$ cat src/rtl/store_buf.sv
// Posted store buffer: aligns core stores into 64-bit lane data plus byte mask
// and drains them in order to memory. Define STORE_BUF_FWD_EN to enable ld_hit.
module store_buf #(
  parameter int DEPTH = 4,
  parameter int AW    = 64,
  parameter int DW    = 64
) (
  input  logic          clk,
  input  logic          rst,
  input  logic          st_valid,
  output logic          st_ready,
  input  logic [AW-1:0] st_addr,
  input  logic [DW-1:0] st_data,
  input  logic [1:0]    st_size,
  output logic          mem_wvalid,
  input  logic          mem_wready,
  output logic [AW-1:0] mem_waddr,
  output logic [DW-1:0] mem_wdata,
  output logic [7:0]    mem_wmask,
  output logic [$clog2(DEPTH):0] count,
  output logic          idle,
  output logic          misalign_err,
  input  logic [AW-1:0] ld_addr,
  output logic          ld_hit
);

  localparam int PW = $clog2(DEPTH);
  localparam int CW = PW + 1;

  function automatic logic [7:0] raw_mask(input logic [1:0] size);
    logic [7:0] m;
    case (size)
      2'd0:    m = 8'h01;
      2'd1:    m = 8'h03;
      2'd2:    m = 8'h0F;
      default: m = 8'hFF;
    endcase
    return m;
  endfunction

  // Expands the byte mask to bits so bytes above the store size read as zero.
  function automatic logic [DW-1:0] size_data(input logic [DW-1:0] d,
                                               input logic [1:0]    size);
    logic [7:0]    m;
    logic [DW-1:0] bm;
    m  = raw_mask(size);
    bm = '0;
    for (int b = 0; b < 8; b++) bm[8*b +: 8] = {8{m[b]}};
    return d & bm;
  endfunction

  function automatic logic is_misaligned(input logic [1:0] size,
                                         input logic [2:0] off);
    logic r;
    case (size)
      2'd0:    r = 1'b0;
      2'd1:    r = off[0];
      2'd2:    r = |off[1:0];
      default: r = |off;
    endcase
    return r;
  endfunction

  logic [AW-4:0] addr_mem [DEPTH];
  logic [DW-1:0] data_mem [DEPTH];
  logic [7:0]    mask_mem [DEPTH];

  logic [PW-1:0] wr_ptr, rd_ptr;
  logic [2:0]    off_p0;
  logic          mis_p0;
  logic [7:0]    mask_p0;
  logic [DW-1:0] data_p0;
  logic          hs_p0, push_p0, pop;

  // Stage p0: combinational alignment of the incoming request
  assign off_p0  = st_addr[2:0];
  assign mis_p0  = is_misaligned(st_size, off_p0);
  assign mask_p0 = raw_mask(st_size) << off_p0;
  assign data_p0 = size_data(st_data, st_size) << {off_p0, 3'b000};

  assign st_ready   = (count != CW'(DEPTH));
  assign hs_p0      = st_valid && st_ready;
  assign push_p0    = hs_p0 && !mis_p0;
  assign mem_wvalid = (count != '0);
  assign pop        = mem_wvalid && mem_wready;
  assign idle       = (count == '0);

  always_ff @(posedge clk or posedge rst) begin
    if (rst) begin
      wr_ptr       <= '0;
      rd_ptr       <= '0;
      count        <= '0;
      misalign_err <= 1'b0;
    end else begin
      if (push_p0) wr_ptr <= wr_ptr + 1'b1;
      if (pop)     rd_ptr <= rd_ptr + 1'b1;
      case ({push_p0, pop})
        2'b10:   count <= count + 1'b1;
        2'b01:   count <= count - 1'b1;
        default: count <= count;
      endcase
      if (hs_p0 && mis_p0) misalign_err <= 1'b1;
    end
  end

  // Stage p1: entry storage, deliberately left out of reset
  always_ff @(posedge clk) begin
    if (push_p0) begin
      addr_mem[wr_ptr] <= st_addr[AW-1:3];
      data_mem[wr_ptr] <= data_p0;
      mask_mem[wr_ptr] <= mask_p0;
    end
  end

  assign mem_waddr = {addr_mem[rd_ptr], 3'b000};
  assign mem_wdata = data_mem[rd_ptr];
  assign mem_wmask = mask_mem[rd_ptr];

`ifdef STORE_BUF_FWD_EN
  logic [PW-1:0] rel [DEPTH];
  logic [DEPTH-1:0] hit_vec;
  logic unused_ld_low;
  assign unused_ld_low = ^ld_addr[2:0];

  // An entry is occupied when its distance from the head is below count.
  always_comb begin
    hit_vec = '0;
    for (int i = 0; i < DEPTH; i++) begin
      rel[i]     = PW'(i) - rd_ptr;
      hit_vec[i] = ({1'b0, rel[i]} < count) && (addr_mem[i] == ld_addr[AW-1:3]);
    end
  end
  assign ld_hit = |hit_vec;
`else
  logic unused_ld_addr;
  assign unused_ld_addr = ^ld_addr;
  assign ld_hit = 1'b0;
`endif

endmodule
$ cat config.mk
export PLATFORM = sky130hd
export DESIGN_NAME = store_buf
export DESIGN_NICKNAME = d
export VERILOG_FILES = /design/src/rtl/store_buf.sv
export SDC_FILE = /design/constraint.sdc
export NUM_CORES = 1
export LEC_CHECK = 0
export BUFFER_PORTS_ARGS = -buffer_cell sky130_fd_sc_hd__buf_4
export CAP_MARGIN = 30
export CORE_MARGIN = 1
export CORE_UTILIZATION = 40
export CTS_CLUSTER_SIZE = 28
export DETAILED_ROUTE_END_ITERATION = 8
export GPL_TIMING_DRIVEN = 0
export SETUP_SLACK_MARGIN = 0.2
export SYNTH_ARGS = -nofsm -noshare
export SYNTH_HDL_FRONTEND = slang
export SYNTH_SLANG_ARGS = --single-unit
$ cat constraint.sdc
create_clock -name clk -period 5 [get_ports clk]
set_input_delay 0.75 -clock clk [delete_from_list [all_inputs] [get_ports clk]]
set_output_delay 0.75 -clock clk [all_outputs]
set_load 0.01 [all_outputs]
==> results of run 1 <==
==> worst register-to-register path, cell delays in order, from the launching register on <==
cell	delay [ns]
dfrtp_1	0.40
inv_1	0.09
nand3_1	0.14
and3_1	0.18
buf_4	0.15
and2_4	0.73
buf_16	0.36
buf_16	0.32
==> final timing paths <==
kind | startpoint | end | slack (ns) | depth (start not counted)
worst max-delay path | rd_ptr[0]$_DFFE_PP0P_ | mem_wdata[38] | 1.72 | 5
min in group clk | st_addr[44] | addr_mem[1][41]$_DFFE_PP_ | 0.33 | 1
worst min register to register | misalign_err$_DFFE_PP0P_ | misalign_err$_DFFE_PP0P_ | 0.48 | 1
worst max register to register | count[0]$_DFFE_PP0P_ | addr_mem[2][21]$_DFFE_PP_ | 2.30 | 7
worst min-delay path | rst | count[1]$_DFFE_PP0P_ | 0.13 | 2
max in group asynchronous | rst | rd_ptr[1]$_DFFE_PP0P_ | 4.58 | 2
==> per-stage QoR <==
step / total power (uW) / cells / TNS (ns)
after floorplan: 8232 / 1062 / 0
after global placement: 10270 / 2030 / -44.09
after detailed placement: 10320 / 2039 / 0
after CTS: 14430 / 2143 / 0
after global routing: 14790 / 2144 / 0
final: 14180 / 2145 / 0
==> logic make-up (layout without fill, tap and decap cells) <==
group,after synthesis,after routing
buffers and inverters,80,465
and+or+nand+nor,122,122
muxes,182,182
DFF,540,540
xor gates and xnor gates,6,6
AOI/OAI and AO/OA,122,122
adders and majority gates,6,6
other,1,6
==> cell usage in the layout, fill, tap and decap left out, types with 9 or more instances in the layout <==
| cell | Yosys | routed |
|---|---|---|
| clkinv_1 | 0 | 17 |
| clkinv_2 | 0 | 9 |
| buf_4 | 16 | 288 |
| mux4_2 | 133 | 133 |
| clkbuf_1 | 16 | 24 |
| edfxtp_1 | 532 | 532 |
| o21ai_0 | 22 | 22 |
| nor2b_1 | 19 | 19 |
| nor2_1 | 39 | 39 |
| buf_6 | 13 | 13 |
| clkbuf_16 | 0 | 56 |
| inv_1 | 9 | 9 |
| buf_2 | 23 | 23 |
| and2_1 | 14 | 10 |
| mux2i_1 | 41 | 41 |
| a21oi_1 | 37 | 37 |
| nand2_1 | 32 | 32 |
==> state kept, by name (all words and copies together), names as in the netlist <==
name	count
addr_mem	244
misalign_err	1
data_mem	256
mask_mem	32
count	3
wr_ptr	2
rd_ptr	2
==> routing by layer <==
metal  vias up  part of all wire (%)  GRT usage [%]  routed length, microns
li1       5055                     -              -                       -
met1      6036                    44          27.47                   23440
met2       449                    47          30.86                   25380
met3        76                   6.8          3.952                    3681
met4         0                   2.4          6.300                    1283
met5         -                     0              0                       0
==> area by class of cell <==
cell class | instances | area (sq um)
fill | 4422 | 26980
multi-input combinational | 442 | 5072
timing repair buffer | 281 | 2282
buffer | 71 | 480.5
sequential | 540 | 16180
tap | 696 | 870.8
clock inverter | 40 | 375.4
inverter | 9 | 33.78
antenna | 2 | 5.005
clock buffer | 64 | 1431
==> power breakdown <==
part	leakage, uW	switching [uW]	internal (uW)	total (uW)
clock	0.000880	1720	2370	4080
sequential	0.00496	100	5530	5630
combinational	0.00343	2280	2180	4470
==> run metrics, run 1 <==
run status=completed; Fmax=0.3052 GHz; drt via density=5.415; Async SR Flop Fraction=1.481%; Top delay family on crit path=buffers and inverters; Fin. Hold Viols=0; sequential area share after synthesis=74.40%; final wirelength=53.78 mm; postcts setup bufs=0; adder-cell share of the synthesized area=0.3798%; Layout Utilization=49.76%; num rows=85; Final #Nets=1605; worst slew pin tran=0.9031 ns; Netlist cell types=55; max-slew violation count=0; number of synthesized flops with an enable pin=532; Post-Synth Simple-Gate Area=2.768%; CTS clk-pin slew, worst paths=0.06 ns; largest net degree at the start of global routing=55; antenna-violating nets left=0; # DRC=0; core outline area=53710 sq um; Period minus WS final=3.277 ns; total of max-cap violations=0; port bufs=272; Seq cells post-synth=540; DP Area=24920 sq um; # IOs=342; Buf+Inv Stages, Crit Path=4; CP Launch Type=flop; CTS root buf=clkbuf_16; CP max-delay cell=mux4_2; post-synthesis instance total=1059; count leader, synth=edfxtp_1; die height=235.1 microns; first-pass GRT wire length=79.63 mm; Leak=0.009272 uW; Most used DFF post-synth=edfxtp_1; CP required=4.25 ns; area delta synth->final=22.93%; crit end category=output port; clk_lat worst skew=0.62 ns; synth warn=0; layout cells sized above 1=39.46%; CP arrival=2.53 ns; H-tree depth=2; mux contribution to synthesized area=16.08%; Final setup viols=0; Yosys top cell by area=edfxtp_1; die area=55290 sq um; Slew headroom=39.47%; post-detail-place hpwl=36.65 mm; design area=26730 sq um; critical path's most frequent cell=buf_6; hold_buf cts=0; synth top area cells=edfxtp_1 (73%), mux4_2 (14%), mux2i_1 (1.9%); initial antenna violation count=1; TritonCTS clock tree=built; gpl congestion=0.8877; final worst slack=1.723 ns; CTS resizes=0; XOR/XNOR share of the synthesized area=0.2417%; pwr/cell area=530.4 nW/um^2; final critical-path share of the clock period=65.54%; Vias=11620; vias in the first global route=12010; Cell Chain, Critical Path=buf_2 > buf_6 > buf_6 > mux4_2 > buf_4; crit-path max FO=10; pre-CTS setup slack=1.613 ns; gr usage total=19.59%; mean post-synth cell area=20.53 sq um; Clock Path Buffers=3; Setup Skew=0.01967 ns; largest vdd supply drop=300.4 uV; Chip Width=235.1 microns; RSZ-0062 raised after global routing=false; Routed wire per std cell=25.07 microns; grt total ovfl=0; final hold slack=0.1309 ns; top cell type's share of synthesized area=73.48%; worst min path class=in -> async; kind of critical path=reg -> out; initial DRC count=906; worst stage delay on the critical path=0.58 ns; complex-gate fraction of the synthesized area=3.747%; post-synthesis cell area=21740 sq um; drt pass-1 iters=5; largest family of logic cells by synthesized area=multiplexers; clock sinks=540; TritonCTS buffer count=56; initial core utilization=40.48%; Post-synth top cells=edfxtp_1 (532), mux4_2 (133), mux2i_1 (41)
Note: power is estimated with default switching activity, not from simulation.
==> run 2: changes to the inputs <==
==> constraint.sdc (replaced) <==
create_clock -name clk -period 3 [get_ports clk]
set_input_delay 0.45 -clock clk [delete_from_list [all_inputs] [get_ports clk]]
set_output_delay 0.45 -clock clk [all_outputs]
set_load 0.01 [all_outputs]
==> run metrics, run 2 (synthesis results as in run 1) <==
gr usage total=19.79%; die area=55290 sq um; Vias=11900; Largest Register=data_mem; TritonCTS buffer count=56; initial DRC count=915; post-detail-place hpwl=36.65 mm; total of max-cap violations=0; # DRC=0; Layout Utilization=51.02%; final wirelength=54.86 mm; most common cell after layout, fill and taps aside=edfxtp_1; worst slew pin tran=0.8720 ns; drt via density=5.396; H-tree depth=2; Leak=0.009573 uW; top flop regs=data_mem x256, addr_mem x244, mask_mem x32; largest net degree at the start of global routing=55; CP max-delay cell=mux4_2; Buf+Inv Stages, Crit Path=4; vias in the first global route=12290; gpl congestion=0.8877; num rows=85; TritonCTS clock tree=built; # IOs=342; crit end category=output port; initial core utilization=40.48%; CP Launch Type=flop; fillers=4370; CTS root buf=clkbuf_16; Final setup viols=0; Cell Chain, Critical Path=buf_8 > buf_12 > buf_8 > mux4_2 > buf_4; CTS clk-pin slew, worst paths=0.06 ns; Fmax=0.3685 GHz; port bufs=272; Clock Path Buffers=3; clk_lat worst skew=0.62 ns; worst stage delay on the critical path=0.56 ns; worst min path class=in -> reg; Routed wire per std cell=24.88 microns; Final #Nets=1666; CP required=2.55 ns; CP arrival=2.26 ns; max-slew violation count=0; crit-path max FO=10; Top delay family on crit path=buffers and inverters; first-pass GRT wire length=80.68 mm; Chip Width=235.1 microns; largest vdd supply drop=563.5 uV; clock sinks=540; critical path's most frequent cell=buf_8; R2R setup slack=0.32 ns; RSZ-0062 raised after global routing=true; core outline area=53710 sq um; Largest register FFs=256; Setup Skew=0.01649 ns; initial antenna violation count=1; Period minus WS final=2.714 ns; Slew headroom=41.55%; area delta synth->final=26.05%; layout cells sized above 1=38.53%; run status=completed; die height=235.1 microns; pwr/cell area=871.6 nW/um^2; kind of critical path=reg -> out; final worst slack=0.2863 ns; Fin. Hold Viols=0; pre-CTS setup slack=-0.08689 ns; antenna-violating nets left=0; grt total ovfl=0; most frequent cells in the layout=edfxtp_1 (532), buf_4 (297), mux4_2 (133); drt pass-1 iters=5; final critical-path share of the clock period=90.46%
run 2: cell types whose count changed in the layout (fill, tap and decap cells not counted), sizes merged:
cell / previous run / this run
buf: 336 / 337
and2: 14 / 15
clkbuf: 80 / 81
dlygate4sd3: 0 / 58
diode: 2 / 1
run 2: metal layers:
layer  global-route usage, %  part of all wire, %  vias up
li1                        -                    -     5180
met1                   27.68                   43     6161
met2                   31.04                   47      474
met3                   4.174                  7.1       84
met4                   6.499                  2.5        0
met5                       0                    0        -
run 2: worst paths after layout:
kind	from	endpoint	cells past startpoint
min in group asynchronous	rst	count[1]$_DFFE_PP0P_	3
hold reg to reg	misalign_err$_DFFE_PP0P_	misalign_err$_DFFE_PP0P_	1
setup / recovery	rd_ptr[0]$_DFFE_PP0P_	mem_wdata[25]	5
setup reg to reg	count[0]$_DFFE_PP0P_	addr_mem[3][36]$_DFFE_PP_	7
max in group asynchronous	rst	rd_ptr[0]$_DFFE_PP0P_	3
hold / removal	st_addr[29]	addr_mem[3][26]$_DFFE_PP_	1
run 2: per-stage QoR:
step	hold WS (ns)	TNS (ns)	instances	cell area, sq um	power [uW]
finish	0.04606	0	2205	27400	23880
global route	0.02050	0	2205	27400	24890
CTS	0.0003932	0	2203	27380	24250
detailed placement	0.4579	-3.064	2039	24920	17200
global placement	0.4509	-948.50	2030	24670	17120
floorplan	0.2657	-141.43	1062	21760	13720
run 2: worst reg2reg max path: stages (launching register included):
cell and delay (ns):
dfrtp_1 0.40, inv_1 0.09, nand3_1 0.14, and3_1 0.18, buf_4 0.18, and2_4 0.62, buf_16 0.38, buf_16 0.32
run 2: final cells by class:
cell class / instances / area (sq um) / share of cell area [%]
flip-flops and latches: 540 / 16180 / 59.03
multi-input cells: 443 / 5080 / 18.54
clock buffers: 64 / 1431 / 5.223
inverters: 9 / 33.78 / 0.1233
diodes: 1 / 2.502 / 0.009132
clock inverters: 40 / 375.4 / 1.370
plain buffers: 71 / 556.8 / 2.032
repair buffers: 341 / 2878 / 10.50
well taps: 696 / 870.8 / 3.178
run 2: report_power, final:
group          total (uW)  switching [uW]  leakage [uW]  internal [uW]
combinational        7680            3870       0.00373           3820
sequential           9380             171       0.00496           9210
clock                6820            2870      0.000880           3950
run 2: timing repair:
item / in CTS / in global routing
gates resized for setup: 23 / 6
buffers inserted: 2 / 0
hold buffers: 58 / 0
endpoints found under the setup margin: 133 / 62
hold endpoints to repair: 231 / 0
pin swaps: 0 / 1
cloned: 0 / 1
